**config.mk**
```make
export PLATFORM = sky130hd
export DESIGN_NAME = eim_regbank_flat
export DESIGN_NICKNAME = d
export VERILOG_FILES = /design/src/rtl/eim_regbank_if.sv /design/src/rtl/eim_regbank.sv /design/src/flat_wrapper.sv
export SDC_FILE = /design/constraint.sdc
export NUM_CORES = 1
export LEC_CHECK = 0
export CORE_ASPECT_RATIO = 1.25
export CORE_MARGIN = 3
export CORE_UTILIZATION = 47
export CTS_BUF_LIST = sky130_fd_sc_hd__clkbuf_16
export CTS_CLUSTER_DIAMETER = 50
export CTS_CLUSTER_SIZE = 25
export DETAILED_ROUTE_END_ITERATION = 10
export PLACE_DENSITY_LB_ADDON = 0.12
export SLEW_MARGIN = 20
export SYNTH_ARGS = -nofsm -noshare
export SYNTH_HDL_FRONTEND = slang
export SYNTH_SLANG_ARGS = --single-unit
```
**constraint.sdc**
```tcl
create_clock -name clk -period 2.65 [get_ports clk]
set_input_delay 0.53 -clock clk [delete_from_list [all_inputs] [get_ports clk]]
set_output_delay 0.53 -clock clk [all_outputs]
set_load 0.05 [all_outputs]
```
**src/rtl/eim_regbank_if.sv**
```systemverilog
// EIM multiplexed A/D bus bundle between the i.MX host and the register bank.
// The pads stay outside: the slave only sees the pad input value and returns
// a drive value plus a drive enable for the A/D tri-state buffers.
//   eim_cs0_n, eim_lba_n, eim_wr_n, eim_oe_n : host strobes, active low
//   eim_da_in                                : A/D pad input
//   eim_da_out, eim_da_oe                    : A/D drive value / enable
//   eim_wait_n                               : wait request, active low
interface eim_regbank_if #(
  parameter int DATA_W = 16
) ();
  logic              eim_cs0_n;
  logic              eim_lba_n;
  logic              eim_wr_n;
  logic              eim_oe_n;
  logic [DATA_W-1:0] eim_da_in;
  logic [DATA_W-1:0] eim_da_out;
  logic              eim_da_oe;
  logic              eim_wait_n;

  modport master (
    output eim_cs0_n, eim_lba_n, eim_wr_n, eim_oe_n, eim_da_in,
    input  eim_da_out, eim_da_oe, eim_wait_n
  );

  modport slave (
    input  eim_cs0_n, eim_lba_n, eim_wr_n, eim_oe_n, eim_da_in,
    output eim_da_out, eim_da_oe, eim_wait_n
  );
endinterface

```
**src/rtl/eim_regbank.sv**
```systemverilog
// EIM slave register bank. Strobes and the A/D bus are synchronised into clk,
// the address is captured on LBA, and single/burst reads and writes are served
// with address auto-increment (mod DEPTH) and wait-state insertion on reads.
// The top NUM_RO addresses read the status_i words and reject writes.
// Ports:
//   clk, rst_n  : system clock, async active-low reset
//   eim         : EIM bus (slave modport)
//   status_i    : read-only words, word k at address DEPTH-NUM_RO+k
//   reg_q       : RW registers, word n at [n*DATA_W +: DATA_W]
//   wr_stb      : 1-cycle pulse per committed RW write, with wr_addr/wr_data
//   rd_stb      : 1-cycle pulse per word loaded onto da_out
//   ro_wr_err   : 1-cycle pulse on a write to a read-only address
//
// state    | meaning
// ---------+-------------------------------------------------------------
// ST_IDLE  | no access; waiting for LBA fall with CS low
// ST_ADDR  | address captured; LBA rise picks write or read
// ST_RDWAIT| wait_n held low, first read word loaded
// ST_RDATA | drive bus while OE low; OE rise advances to the next word
// ST_WRITE | every WR rise commits one word and advances the address
module eim_regbank #(
  parameter int DATA_W      = 16,
  parameter int ADDR_W      = 4,
  parameter int NUM_RO      = 2,
  parameter int SYNC_STAGES = 2,
  parameter int WAIT_CYC    = 2
) (
  input  logic                                  clk,
  input  logic                                  rst_n,
  eim_regbank_if.slave                          eim,
  input  logic [NUM_RO*DATA_W-1:0]              status_i,
  output logic [(2**ADDR_W-NUM_RO)*DATA_W-1:0]  reg_q,
  output logic                                  wr_stb,
  output logic [ADDR_W-1:0]                     wr_addr,
  output logic [DATA_W-1:0]                     wr_data,
  output logic                                  rd_stb,
  output logic                                  ro_wr_err
);
  localparam int DEPTH  = 2**ADDR_W;
  localparam int RW_CNT = DEPTH - NUM_RO;
  localparam int RW_CNT_I = RW_CNT;
  localparam logic [ADDR_W:0] RW_LIM = RW_CNT_I[ADDR_W:0];
  localparam int CNT_W  = $clog2(WAIT_CYC + 1);

  typedef enum logic [2:0] {
    ST_IDLE, ST_ADDR, ST_RDWAIT, ST_RDATA, ST_WRITE
  } state_t;

  // synchronisers
  logic [SYNC_STAGES-1:0] cs_sync, lba_sync, wr_sync, oe_sync;
  logic [DATA_W-1:0]      da_sync [SYNC_STAGES];
  logic                   s_cs, s_lba, s_wr, s_oe;
  logic [DATA_W-1:0]      s_da;
  logic                   d_cs, d_lba, d_wr, d_oe;

  always_ff @(posedge clk or negedge rst_n) begin
    if (!rst_n) begin
      cs_sync  <= '1;
      lba_sync <= '1;
      wr_sync  <= '1;
      oe_sync  <= '1;
      for (int i = 0; i < SYNC_STAGES; i++) da_sync[i] <= '0;
      d_cs  <= 1'b1;
      d_lba <= 1'b1;
      d_wr  <= 1'b1;
      d_oe  <= 1'b1;
    end else begin
      cs_sync  <= {cs_sync[SYNC_STAGES-2:0],  eim.eim_cs0_n};
      lba_sync <= {lba_sync[SYNC_STAGES-2:0], eim.eim_lba_n};
      wr_sync  <= {wr_sync[SYNC_STAGES-2:0],  eim.eim_wr_n};
      oe_sync  <= {oe_sync[SYNC_STAGES-2:0],  eim.eim_oe_n};
      da_sync[0] <= eim.eim_da_in;
      for (int i = 1; i < SYNC_STAGES; i++) da_sync[i] <= da_sync[i-1];
      d_cs  <= s_cs;
      d_lba <= s_lba;
      d_wr  <= s_wr;
      d_oe  <= s_oe;
    end
  end

  assign s_cs  = cs_sync[SYNC_STAGES-1];
  assign s_lba = lba_sync[SYNC_STAGES-1];
  assign s_wr  = wr_sync[SYNC_STAGES-1];
  assign s_oe  = oe_sync[SYNC_STAGES-1];
  assign s_da  = da_sync[SYNC_STAGES-1];

  logic cs_rise, lba_fall, lba_rise, wr_rise, oe_rise;
  assign cs_rise  = s_cs  & ~d_cs;
  assign lba_fall = ~s_lba & d_lba;
  assign lba_rise = s_lba & ~d_lba;
  assign wr_rise  = s_wr  & ~d_wr;
  assign oe_rise  = s_oe  & ~d_oe;

  // register array and the unified read map (RW words, then status words)
  logic [DATA_W-1:0] regs     [RW_CNT];
  logic [DATA_W-1:0] word_arr [DEPTH];

  for (genvar i = 0; i < DEPTH; i++) begin : g_word
    if (i < RW_CNT) begin : g_rw
      assign word_arr[i] = regs[i];
      assign reg_q[i*DATA_W +: DATA_W] = regs[i];
    end else begin : g_ro
      assign word_arr[i] = status_i[(i-RW_CNT)*DATA_W +: DATA_W];
    end
  end

  state_t              state_q, state_d;
  logic [ADDR_W-1:0]   addr_q, addr_d, addr_inc;
  logic [CNT_W-1:0]    wcnt_q, wcnt_d;
  logic [DATA_W-1:0]   da_out_q, da_out_d;
  logic                da_oe_q, da_oe_d;
  logic                wait_n_q, wait_n_d;
  logic                wr_stb_d, rd_stb_d, ro_err_d;
  logic                reg_we, addr_is_rw;

  assign addr_inc   = addr_q + 1'b1;
  assign addr_is_rw = ({1'b0, addr_q} < RW_LIM);

  always_ff @(posedge clk or negedge rst_n) begin
    if (!rst_n) begin
      state_q   <= ST_IDLE;
      addr_q    <= '0;
      wcnt_q    <= '0;
      da_out_q  <= '0;
      da_oe_q   <= 1'b0;
      wait_n_q  <= 1'b1;
      wr_stb    <= 1'b0;
      rd_stb    <= 1'b0;
      ro_wr_err <= 1'b0;
      wr_addr   <= '0;
      wr_data   <= '0;
    end else begin
      state_q   <= state_d;
      addr_q    <= addr_d;
      wcnt_q    <= wcnt_d;
      da_out_q  <= da_out_d;
      da_oe_q   <= da_oe_d;
      wait_n_q  <= wait_n_d;
      wr_stb    <= wr_stb_d;
      rd_stb    <= rd_stb_d;
      ro_wr_err <= ro_err_d;
      if (reg_we) begin
        wr_addr <= addr_q;
        wr_data <= s_da;
      end
    end
  end

  always_ff @(posedge clk or negedge rst_n) begin
    if (!rst_n) begin
      for (int i = 0; i < RW_CNT; i++) regs[i] <= '0;
    end else if (reg_we) begin
      regs[addr_q] <= s_da;
    end
  end

  always_comb begin
    state_d  = state_q;
    addr_d   = addr_q;
    wcnt_d   = wcnt_q;
    da_out_d = da_out_q;
    da_oe_d  = 1'b0;
    wait_n_d = wait_n_q;
    wr_stb_d = 1'b0;
    rd_stb_d = 1'b0;
    ro_err_d = 1'b0;
    reg_we   = 1'b0;

    // A write strobe that lands together with CS release still commits.
    if (state_q == ST_WRITE && wr_rise) begin
      if (addr_is_rw) begin
        reg_we   = 1'b1;
        wr_stb_d = 1'b1;
      end else begin
        ro_err_d = 1'b1;
      end
      addr_d = addr_inc;
    end

    if (cs_rise) begin
      state_d  = ST_IDLE;
      wait_n_d = 1'b1;
    end else if (!s_cs && lba_fall) begin
      state_d  = ST_ADDR;
      addr_d   = s_da[ADDR_W-1:0];
      wait_n_d = 1'b1;
    end else begin
      case (state_q)
        ST_ADDR: begin
          if (lba_rise) begin
            if (!s_wr) begin
              state_d = ST_WRITE;
            end else begin
              state_d  = ST_RDWAIT;
              wait_n_d = 1'b0;
              wcnt_d   = CNT_W'(WAIT_CYC);
            end
          end
        end
        ST_RDWAIT: begin
          // first cycle in the wait window loads the word
          if (wcnt_q == CNT_W'(WAIT_CYC)) begin
            da_out_d = word_arr[addr_q];
            rd_stb_d = 1'b1;
          end
          wcnt_d = wcnt_q - 1'b1;
          if (wcnt_q == CNT_W'(1)) begin
            wait_n_d = 1'b1;
            state_d  = ST_RDATA;
          end
        end
        ST_RDATA: begin
          da_oe_d = ~s_oe;
          if (oe_rise) begin
            addr_d   = addr_inc;
            da_out_d = word_arr[addr_inc];
            rd_stb_d = 1'b1;
          end
        end
        default: ;
      endcase
    end
  end

  assign eim.eim_da_out = da_out_q;
  assign eim.eim_da_oe  = da_oe_q;
  assign eim.eim_wait_n = wait_n_q;
endmodule

```
**src/flat_wrapper.sv**
```systemverilog
// flat-port wrapper written by rule: the top's interface ports become plain ports
module eim_regbank_flat 
#(
  parameter int DATA_W      = 16,
  parameter int ADDR_W      = 4,
  parameter int NUM_RO      = 2,
  parameter int SYNC_STAGES = 2,
  parameter int WAIT_CYC    = 2
)
  (clk, rst_n, status_i, reg_q, wr_stb, wr_addr, wr_data, rd_stb, ro_wr_err, eim_eim_cs0_n, eim_eim_lba_n, eim_eim_wr_n, eim_eim_oe_n, eim_eim_da_in, eim_eim_da_out, eim_eim_da_oe, eim_eim_wait_n);
  eim_regbank_if #(.DATA_W(DATA_W)) eim_i ();
  input  logic clk;
  input  logic rst_n;
  input  logic [NUM_RO*DATA_W-1:0] status_i;
  output logic [(2**ADDR_W-NUM_RO)*DATA_W-1:0] reg_q;
  output logic wr_stb;
  output logic [ADDR_W-1:0] wr_addr;
  output logic [DATA_W-1:0] wr_data;
  output logic rd_stb;
  output logic ro_wr_err;
  input wire logic [$bits(eim_i.eim_cs0_n)-1:0] eim_eim_cs0_n;
  input wire logic [$bits(eim_i.eim_lba_n)-1:0] eim_eim_lba_n;
  input wire logic [$bits(eim_i.eim_wr_n)-1:0] eim_eim_wr_n;
  input wire logic [$bits(eim_i.eim_oe_n)-1:0] eim_eim_oe_n;
  input wire logic [$bits(eim_i.eim_da_in)-1:0] eim_eim_da_in;
  output wire logic [$bits(eim_i.eim_da_out)-1:0] eim_eim_da_out;
  output wire logic [$bits(eim_i.eim_da_oe)-1:0] eim_eim_da_oe;
  output wire logic [$bits(eim_i.eim_wait_n)-1:0] eim_eim_wait_n;
  assign eim_i.eim_cs0_n = eim_eim_cs0_n;
  assign eim_i.eim_lba_n = eim_eim_lba_n;
  assign eim_i.eim_wr_n = eim_eim_wr_n;
  assign eim_i.eim_oe_n = eim_eim_oe_n;
  assign eim_i.eim_da_in = eim_eim_da_in;
  assign eim_eim_da_out = eim_i.eim_da_out;
  assign eim_eim_da_oe = eim_i.eim_da_oe;
  assign eim_eim_wait_n = eim_i.eim_wait_n;
  eim_regbank #(.DATA_W(DATA_W), .ADDR_W(ADDR_W), .NUM_RO(NUM_RO), .SYNC_STAGES(SYNC_STAGES), .WAIT_CYC(WAIT_CYC)) u_core (.clk(clk), .rst_n(rst_n), .eim(eim_i), .status_i(status_i), .reg_q(reg_q), .wr_stb(wr_stb), .wr_addr(wr_addr), .wr_data(wr_data), .rd_stb(rd_stb), .ro_wr_err(ro_wr_err));
endmodule
```
# == Yosys cells after proc, flatten, opt, wreduce, memory -nomap -nowiden ==
# Index checks and enable logic that the tools add are counted.
# classes
n_eq_ne,13
n_lt_le_gt_ge,4
n_addsub,2
n_reduce_logical,11
n_mux,44
n_bitwise,15
# op_table
cell,n
$bwmux W224,1
$bmux W16 S4,2
$mux W16,7
$demux W16 S4,1
$pmux W16 S2,1
$mux W4,5
$mux W1,16
$mux W3,5
$ne A4 B1 Y1 const B,3
$ge A5 B5 Y1 const B,2
$not A4 Y5,2
$reduce_and A5 Y1,2
$ne A2 B1 Y1 const B,4
$not A1 Y1,8
$eq A3 B2 Y1 const B,2
$pmux W3 S2,1
$and A1 B1 Y1,5
$lt A5 B1 Y1 const B,1
$add A4 B1 Y4 const B,1
$lt A4 B4 Y1 const B,1
$mux W2,2
$pmux W1 S2,2
$pmux W2 S2,1
$reduce_and A4 Y1,1
10 further kinds,13
# totals
register_bits,318
output_inout_bits,265
word_cells,124

# == Depth between registers and ports, before layout ==
# logic_depth
word_depth,8
mapped_depth,11

# == Least setup slack after synthesis ==
# Ideal clock, no wire load.
# synth_path
kind,register to register
from,reg u_core.addr_q[0]
to,reg u_core.da_out_q[10] (netlist: u_core.eim.eim_da_out[10])
synth_period_minus_slack_ns,2.671
setup_slack_ns,-0.021
arrival_time_ns,2.549
path_buffers,5
setup_ns,0.122
path_stages_with_launch,12
required_time_ns,2.528
path_cell_list,dfrtp_1 > buf_2 > buf_4 > buf_2 > inv_1 > ha_1 > buf_2 > buf_1 > mux4_2 > nand2_1 > nand3_1 > a32o_1
# synth_between
elab_chain_len,7
word_cells_on_any_way,12
cone_classes,1 x add/sub; 9 x mux; 2 x bitwise
# synth_rtl
item,line,source
"start, declared",eim_regbank.sv:108,"logic [ADDR_W-1:0] addr_q, addr_d, addr_inc;"
"start signal, assigned",eim_regbank.sv:134,addr_q <= addr_d;
$add A4 B1 Y4,eim_regbank.sv:116,assign addr_inc = addr_q + 1'b1;
$not A4 Y5 (implied by the code),eim_regbank.sv:216,da_out_d = word_arr[addr_inc];
$bmux W16 S4,eim_regbank.sv:216,
$mux W16 (implied by the code) (2 in series),eim_regbank.sv:216,
$mux W16,eim_regbank.sv:214,if (oe_rise) begin
$pmux W16 S2 (*),eim_regbank.sv:188,case (state_q)
"end signal, assigned",eim_regbank.sv:136,da_out_q <= da_out_d;
"end, declared",eim_regbank.sv:110,"logic [DATA_W-1:0] da_out_q, da_out_d;"
# Mark *: on every way between the ends. The rest lies on a longest branch, timed or not. The select of a mux whose other input is x is not followed.
# A chain may end at the register's enable or synchronous reset.

# == Worst setup path after layout ==
# layout_path
from,reg u_core.regs (netlist bit u_core.reg_q[132])
to,out reg_q[132]
# layout_rtl
item,line,source
"start, declared",eim_regbank.sv:95,logic [DATA_W-1:0] regs [RW_CNT];
"start signal, assigned by index",eim_regbank.sv:153,regs[addr_q] <= s_da;
"end, declared",flat_wrapper.sv:15,output logic [(2**ADDR_W-NUM_RO)*DATA_W-1:0] reg_q;
# No word-level cell between the ends.

==> summary.md <==
| Metric | Value |
|---|---|
| Nets | 1489 |
| FMAX | 407.4 MHz |
| Cell family with most CP delay | buffers and inverters |
| Layout cells sized above 1 | 24.76% |
| Crit path depth | 1 |
| Boundary Pins | 319 |
| Endpoints failing hold | 0 |
| Post-route DRC | 0 |
| Hold slack | 0.3473 ns |
| WP buf/inv | 1 |
| Initial core utilization | 48.27% |
| Worst min path class | reg2reg |
| Worst setup path startpoint | u_core.reg_q[132] |
| Total placed cells including tap cells | 1807 |
| Area Overhead vs Synth | 31.18% |
| CTS tree | yes |
| Final Critical Period | 2.454 ns |
| Required @ worst endpoint | 2.12 ns |
| Die Width | 171.0 µm |
| Clock Tree Buf Depth | 3 |
| R2r startpoint | u_core.addr_q[0] |
| Vias in the first global route | 11750 |
| Cell Pwr Density | 761.2 nW/µm² |
| Pint | 10.20 mW |
| Die Height | 212.3 µm |
| Slew of the pin with the lowest slew margin | 0.8940 ns |
| Synth top area share | 47.70% |
| Core area | 33150 µm² |
| Fin cells | 1879 |
| Yosys warns | 0 |
| Reg clk slew, reported paths | 0.07 ns |
| Average cell area after synthesis | 14.26 µm² |
| Worst path max stage delay | 0.90 ns |
| Avg WL per Cell | 27.55 µm |
| Power share of the sequential group | 35.8% |
| Clock Latency Late Sink | 0.54 ns |
| RSZ-0062 raised after global routing | false |
| Leak | 9.241 nW |
| Die area | 36310 µm² |
| Post-synth design cell area | 16000 µm² |
| Total CTS buffers | 37 |
| Clock share of power | 33.5% |
| Most frequent cells in the layout | 317 x clkdlybuf4s50_1, 303 x dfrtp_1, 159 x mux2_1 |
| Setup Fix Bufs, Post-CTS | 0 |
| Tcrit/Tclk final | 92.62% |
| Fin. max-slew vios | 0 |
| Status | completed |
| Worst EP arrival | 1.92 ns |
| Worst Setup Start Kind | flop |
| Post-Place Worst Slack | 0.3176 ns |
| #FFs+latches synth | 318 |
| GRT overflow | 0 |
| Total number of vias | 11450 |
| Final Worst Setup Slack | 0.1957 ns |
| Worst VDD drop | 0.0004886 V |
| H-tree depth | 2 |
| # setup viols final | 0 |
| Synth cell types | 50 |
| Synth area leaders | dfrtp_1 48%, mux4_2 16%, mux2_1 11% |
| Cell Area, Placed | 19690 µm² |
| TNS Setup | 0 ns |
| Cts hold-fix bufs | 0 |
| Port buffer count | 318 |
| Combinational Power Share | 30.8% |
| Total track usage | 28.85% |
| Dpl hpwl | 36610 µm |
| Kind of critical path | reg2out |
| DR vias/cell | 6.095 |
| R2R cell count | 6 |
| First-pass GRT wire length | 77650 µm |
| Hold Startpoint | u_core.da_sync[23] |
| Hold depth | 0 |
| Placer Congestion | 0.8702 |
| Final ANT Viol Nets | 0 |
| Most common cell after layout, fill and taps aside | clkdlybuf4s50_1 |
| MaxCap Viol Count | 0 |
| Slew margin rel. | 39.94% |
| Post-Route WL | 51760 µm |
| Number of detailed-route iterations in the first pass | 5 |
| Sw Pwr | 5.779 mW |
| Post-Syn Instances | 1122 |
| Clk root buf | clkbuf_16 |
| Post-synthesis sequential area ratio | 49.84% |
| CTS resizes | 0 |
| Initial antenna violation count | 2 |
| Slowest-stage cell, CP | clkdlybuf4s50_1 |
| Syn_nets | 1182 |
| Starting DRC count in detailed routing | 851 |
| Setup Skew | 0.01966 ns |
| Switching share of power | 36.17% |
| Largest net degree at the start of global routing | 71 |
| Critical path capture point type | output port |
| Cell accounting for the most synthesized area | dfrtp_1 |
| CP max FO | 4 |
| Critical path cell sequence | clkdlybuf4s50_1 |
| # rows | 74 |
| Clock sinks | 318 |
| Post-route cell area | 20990 µm² |
==> final timing paths <==
kind                                              to  slack (ns)
hold reg to reg                       u_core.s_da[7]        0.35
hold / removal                        u_core.s_da[7]        0.35
setup reg to reg           u_core.eim.eim_da_out[11]        0.28
min in group asynchronous          u_core.reg_q[155]        0.55
setup / recovery                          reg_q[132]        0.20
max in group asynchronous          u_core.reg_q[135]        1.30
==> registers in the layout, summed over array words and instances, names as in the netlist, 2 cells and up <==
name	cells
u_core.eim.eim_da_out	16
u_core.reg_q	224
u_core.wr_data	16
u_core.da_sync	16
u_core.lba_sync	2
u_core.cs_sync	2
u_core.oe_sync	2
u_core.s_da	16
u_core.wr_addr	4
u_core.addr_q	4
u_core.state_q	3
u_core.wcnt_q	2
u_core.wr_sync	2
==> logic make-up (layout without fill, tap and decap cells) <==
family,after synthesis,after routing,synth area share [%]
DFF,318,318,49.84
and+or+nand+nor,228,228,7.351
adders and majority gates,6,6,0.4692
buffers and inverters,103,439,3.824
AOI/OAI and AO/OA,93,93,4.395
other,0,3,0
muxes,369,369,33.85
xor gates and xnor gates,5,5,0.2737
==> worst register-to-register path, delay by kind of cell (launching register included) <==
family / cells / cell delay (ns)
multiplexers: 1 / 0.36
AO/OA/AOI/OAI: 3 / 0.71
flip-flops: 1 / 0.46
buffers and inverters: 2 / 0.72
==> layer usage <==
| metal | vias up | track usage (%) | part of all wire [%] |
|---|---|---|---|
| met2 | 466 | 44.49 | 47 |
| li1 | 4872 | - | - |
| met1 | 6031 | 41.43 | 43 |
| met5 | - | 0 | 0 |
| met4 | 0 | 9.023 | 3.3 |
| met3 | 84 | 6.193 | 7.4 |
==> area by class of cell <==
type / count / area (µm²)
clock buffers: 39 / 975.9
diodes: 3 / 7.507
inverters: 7 / 26.28
well taps: 418 / 523.0
repair buffers: 364 / 3711
clock inverters: 29 / 305.3
flip-flops and latches: 318 / 7981
multi-input cells: 701 / 7458
fillers: 2563 / 12160
==> power groups by stage <==
stage,combinational (mW),clock (mW),sequential [mW]
floorplan,2.12,0,6.76
global placement,4.89,0,5.77
detailed placement,4.92,0,5.78
CTS,4.94,5.44,5.71
global route,5.17,5.64,5.77
finish,4.92,5.35,5.71
==> metrics by stage <==
| stage | total power, mW | util, % |
|---|---|---|
| after global routing | 16.58 | 63.31 |
| after floorplan | 8.872 | - |
| after CTS | 16.09 | 63.27 |
| after detailed placement | 10.71 | 59.40 |
| final | 15.98 | 63.32 |
| after global placement | 10.66 | 59.40 |
==> synth_stat cells (all sizes together) <==
cell and count:
or4b 1, a22oi 19, a221o 1, a31oi 17, or2 1, nor3b 3
inv 7, o21ai 10, a22o 2, nor4b 1, nor2 9, xnor2 1
mux2 257, dfrtp 305, clkbuf 34, ha 6, xor2 4, a21o 2
and2 7, nor3 3, nand3 51, a221oi 16, a32o 16, o22a 1
or3b 1, o32ai 1, nor4 1, buf 62, or3 1, a2bb2oi 1
nand2b 1, and3 2, nand3b 1, mux4 112, nand4 1, dfstp 13
a21oi 7, nor2b 5, nand2 139
Note: power is estimated with default switching activity, not from simulation.
